[src/rtl/iterative_shifter.sv]
// Multi-cycle SLL/SRL/SRA/ROL shifter, up to STEP positions per clock.
// Optional rotate datapath: define ITERATIVE_SHIFTER_ROTATE_EN (otherwise op 11 acts as SLL).
//
// state    | meaning
// ---------+-------------------------------------------------
// ST_IDLE  | waiting for start
// ST_SHIFT | stepping acc by min(STEP, rem) each cycle
// ST_DONE  | result_valid pulse; start here is accepted again
module iterative_shifter #(
  parameter int WIDTH   = 32,
  parameter int STEP    = 4,
  parameter int SHAMT_W = $clog2(WIDTH)
) (
  input  logic               clock,
  input  logic               reset,
  input  logic               start,
  input  logic [1:0]         op,
  input  logic [WIDTH-1:0]   data_operand,
  input  logic [SHAMT_W-1:0] shamt,
  output logic               busy,
  output logic               result_valid,
  output logic [WIDTH-1:0]   data_result
);

  typedef enum logic [1:0] {
    ST_IDLE  = 2'd0,
    ST_SHIFT = 2'd1,
    ST_DONE  = 2'd2
  } state_t;

  localparam logic [SHAMT_W:0] STEP_X = (SHAMT_W+1)'(STEP);

  state_t             state_q, state_d;
  logic [WIDTH-1:0]   acc_q, acc_d;
  logic [SHAMT_W-1:0] rem_q, rem_d;
  logic [1:0]         op_q, op_d;
  logic [SHAMT_W-1:0] k;
  logic [WIDTH-1:0]   stepped;
  logic               accept;

  // When STEP == WIDTH the compare never holds (rem <= WIDTH-1), so k = rem.
  always_comb begin
    k = rem_q;
    if ({1'b0, rem_q} >= STEP_X) begin
      k = STEP_X[SHAMT_W-1:0];
    end
  end

  // One STEP-input mux per bit: pick the pre-shifted copy matching k.
  always_comb begin
    stepped = acc_q;
    for (int i = 1; i <= STEP; i++) begin
      if ({1'b0, k} == (SHAMT_W+1)'(i)) begin
        case (op_q)
          2'b01:   stepped = acc_q >> i;
          2'b10:   stepped = $unsigned($signed(acc_q) >>> i);
`ifdef ITERATIVE_SHIFTER_ROTATE_EN
          2'b11:   stepped = (acc_q << i) | (acc_q >> (WIDTH - i));
`endif
          default: stepped = acc_q << i;
        endcase
      end
    end
  end

  assign accept = start && (state_q == ST_IDLE || state_q == ST_DONE);

  always_comb begin
    state_d = state_q;
    acc_d   = acc_q;
    rem_d   = rem_q;
    op_d    = op_q;
    case (state_q)
      ST_SHIFT: begin
        acc_d = stepped;
        rem_d = rem_q - k;
        if (rem_q == k) begin
          state_d = ST_DONE;
        end
      end
      ST_DONE: begin
        state_d = ST_IDLE;
      end
      default: begin
        state_d = ST_IDLE;
      end
    endcase
    if (accept) begin
      acc_d   = data_operand;
      rem_d   = shamt;
      op_d    = op;
      state_d = (shamt == '0) ? ST_DONE : ST_SHIFT;
    end
  end

  always_ff @(posedge clock) begin
    if (reset) begin
      state_q <= ST_IDLE;
      acc_q   <= '0;
      rem_q   <= '0;
      op_q    <= '0;
    end else begin
      state_q <= state_d;
      acc_q   <= acc_d;
      rem_q   <= rem_d;
      op_q    <= op_d;
    end
  end

  assign busy         = (state_q == ST_SHIFT);
  assign result_valid = (state_q == ST_DONE);
  assign data_result  = acc_q;

endmodule

[config.mk]
export PLATFORM = sky130hd
export DESIGN_NAME = iterative_shifter
export DESIGN_NICKNAME = d
export VERILOG_FILES = /design/src/rtl/iterative_shifter.sv
export SDC_FILE = /design/constraint.sdc
export NUM_CORES = 1
export LEC_CHECK = 0
export CAP_MARGIN = 20
export CORE_MARGIN = 2
export CORE_UTILIZATION = 31
export CTS_BUF_LIST = sky130_fd_sc_hd__clkbuf_16
export CTS_CLUSTER_DIAMETER = 120
export DETAILED_ROUTE_END_ITERATION = 10
export PLACE_DENSITY = 0.56
export SYNTH_ARGS = -nofsm -noshare
export SYNTH_HDL_FRONTEND = slang
export SYNTH_SLANG_ARGS = --single-unit
export TNS_END_PERCENT = 1
[constraint.sdc]
create_clock -name clock -period 2 [get_ports clock]
set_input_delay 0.5 -clock clock [delete_from_list [all_inputs] [get_ports clock]]
set_output_delay 0.5 -clock clock [all_outputs]
set_load 0.02 [all_outputs]
==> run metrics <==
fin nets=646; Crit Path Max Fanout=7; Critical Path AT=between 1 and 1.5 ns; worst hold start=op_q[1]$_SDFFE_PP0P_; final setup vio count=0; I/O Buffers=75; CTS H-tree depth=2; CP max stage cell=clkdlybuf4s50_1; Pre-antenna DRT Iters=5; ant diodes=0; synth unique cells=52; Crit. End Element=output pin; Min Hold Slack=approximately 0.5 ns; DR iter-0 viols=just under 500; Die Span Y=108 um; largest net degree at the start of global routing=34; Reg area=between 800 and 900 um2; Gate power share=0.437; DRC Markers=0; reg-to-reg setup timing slack=approximately 0.070 ns; Reg clk slew, reported paths=approximately 0.07 ns; Setup WS post-layout=about 0.017 ns; fin crit period=1.98 ns; Worst R2R Start=op_q[0]$_SDFFE_PP0P_; VDD IR-drop max=around 0.36 mV; initial antenna violation count=0; Area growth, synth to finish=46.9%; Worst path max stage delay=roughly 0.67 ns; die area=around 0.012 mm2; dominant synthesized flop cell=dfxtp_1; status=finished clean; Power Total=3.20 mW; top post-synthesis cells by area=dfxtp_1 (24%), a21oi_1 (11%), nand2_1 (10%); fillers=approximately 1,100; CTS root buffer=clkbuf_16; Syn Inst Count=496; PwrDens=~650 mW/mm2; Hold/Removal Path Class=reg2reg; Clk Latency, worst-skew pair=between 0.2 and 0.3 ns; deepest clock path buffer count=2; Util after Layout=0.461; Worst path top cell family by delay=buffers and inverters; setup TNS=0 ns; area leader, netlist=dfxtp_1; row cnt=38; buffers plus inverters on the worst setup path=1; Chip Width=roughly 110 um; I/O Pins=between 70 and 80; WL final=~13,000 um; most frequent cells in the layout=nand2_1 (90), clkdlybuf4s50_1 (74), a21oi_1 (70); Cell Area, Synth=between 0.003 and 0.004 mm2; footprint of the multi-input gates=about 0.0024 mm2; Clock power frac=0.248; sequential-to-total area share from yosys stat=0.243; core region area=about 0.011 mm2; RSZ-0062 raised after global routing=yes; commonest non-fill, non-tap cell in the layout=nand2_1; leak pwr=around 1.7 nW; placed cell area=about 0.0047 mm2; Starting Density=0.314; vias in the first global route=~4,200; Internal=between 1.5 and 2 mW; DR vias/cell=just over 6; Reg2Reg Depth=8; NetSw=~1.2 mW; GRT Util Overall=0.223; Slew Limit Fails=0; Max Cap Viol=0; GRT Residual Overflow=0; Setup WS pre-CTS=-0.131 ns; sequential power share=0.314; Max Fclk=just over 500 MHz; remaining antenna violation count after routing=0; placed cells=about 730; CTS Hold Bufs=0; synthesized net count=approximately 540; Routability Congestion=~0.9; CTS buffer count=5; critical path class=reg2out; Hold Vio Cnt, Final=0; post-route cell area=0.00495 mm2; Async SR Flop Fraction=0; Critical R2R Capture=data_result[28]$_SDFFE_PP0P_; routed via count=4,505; CP Launch Type=flop; hold endpoint=op_q[1]$_SDFFE_PP0P_; CTS sink cnt=just over 40; final std cells w/o fill=~740; Synth top area share=0.243; Yosys warning count=0; Post-Route Skew=around 0.0094 ns; layout cells sized above 1=0.158; Req. time, crit path=approximately 1.5 ns; number of synthesized flops with an enable pin=0; Final period util=0.991; Sw Share=0.379; first-pass GRT wire length=between 20,000 and 25,000 um; crit path cell chain=clkdlybuf4s50_1; drt wl/cell=17.8 um; dpl hpwl=roughly 9200 um; Yosys reg bits=41; Mean Syn Cell Area=roughly 6.8 um2; Setup crit start=data_result[29]$_SDFFE_PP0P_; CTS tree=yes; hold depth=2
-- layer usage --
layer	global-route usage	wire (um)	share of wire	up-vias
li1	-	-	-	2107
met1	0.315	5910	0.45	2091
met2	0.347	6000	0.45	282
met3	0.0325	1070	0.081	25
met4	0.0714	247	0.019	0
met5	0	0	0	-
-- worst max path at each step --
stage / end / cells past startpoint
6_report: data_result[29] / 1
5_1_grt: data_result[4]$_SDFFE_PP0P_ / 10
4_1_cts: data_result[4]$_SDFFE_PP0P_ / 10
3_5_place_dp: data_result[28]$_SDFFE_PP0P_ / 7
3_3_place_gp: state_q[1]$_SDFFE_PP0P_ / 5
2_1_floorplan: rem_q[2]$_SDFFE_PP0P_ / 9
-- what timing repair did --
action / in CTS / in global routing
endpoints found under the setup margin: 24 / 28
setup buffers: 0 / 8
pin swaps: 1 / 8
gates resized for setup: 3 / 17
-- cells in the mapped netlist (2+ instances only) --
library cell / n
a211oi_1: 6
a21oi_1: 71
a221o_1: 2
a221oi_1: 10
a22oi_1: 6
a311oi_1: 6
a31oi_1: 26
a32oi_1: 18
a41oi_1: 17
and2_1: 2
buf_1: 4
buf_2: 11
buf_6: 3
clkbuf_1: 32
dfxtp_1: 41
ha_1: 3
inv_1: 3
mux2i_1: 4
nand2_1: 91
nand2b_1: 6
nand3_1: 9
nand4_1: 2
nor2_1: 23
nor2b_1: 6
nor3_1: 13
nor4_1: 6
o211ai_1: 4
o21ai_0: 42
o21ai_1: 4
o21bai_1: 2
o31ai_1: 2
-- final cells by class --
class	instances	area share
inverter	3	0.00227
timing repair buffer	148	0.288
multi-input combinational	402	0.481
clock buffer	5	0.0253
clock inverter	2	0.00152
sequential	41	0.166
tap	140	0.0354
-- power by group through the flow --
stage	logic, mW	clock network, mW	registers (mW)
3_3_place_gp	1.33	0	1.02
5_1_grt	1.51	0.846	1.01
4_1_cts	1.34	0.807	0.999
3_5_place_dp	1.33	0	1.02
2_1_floorplan	0.693	0	1.08
6_report	1.40	0.794	1.00
-- cell families (layout without fill, tap and decap cells) --
logic type | Yosys count | in the layout | share of synthesized area
AOI/OAI and AO/OA | 228 | 228 | 0.437
adders and majority gates | 3 | 3 | 0.0111
buffers and inverters | 53 | 158 | 0.0698
DFF | 41 | 41 | 0.243
muxes | 5 | 5 | 0.0152
other | 1 | 1 | 0.00111
and+or+nand+nor | 165 | 165 | 0.223
-- sequential cells by signal, indices dropped and copies added (netlist names) --
name         cells
rem_q            5
state_q          2
op_q             2
data_result     32
No activity file was read; power rests on OpenSTA's default activity.
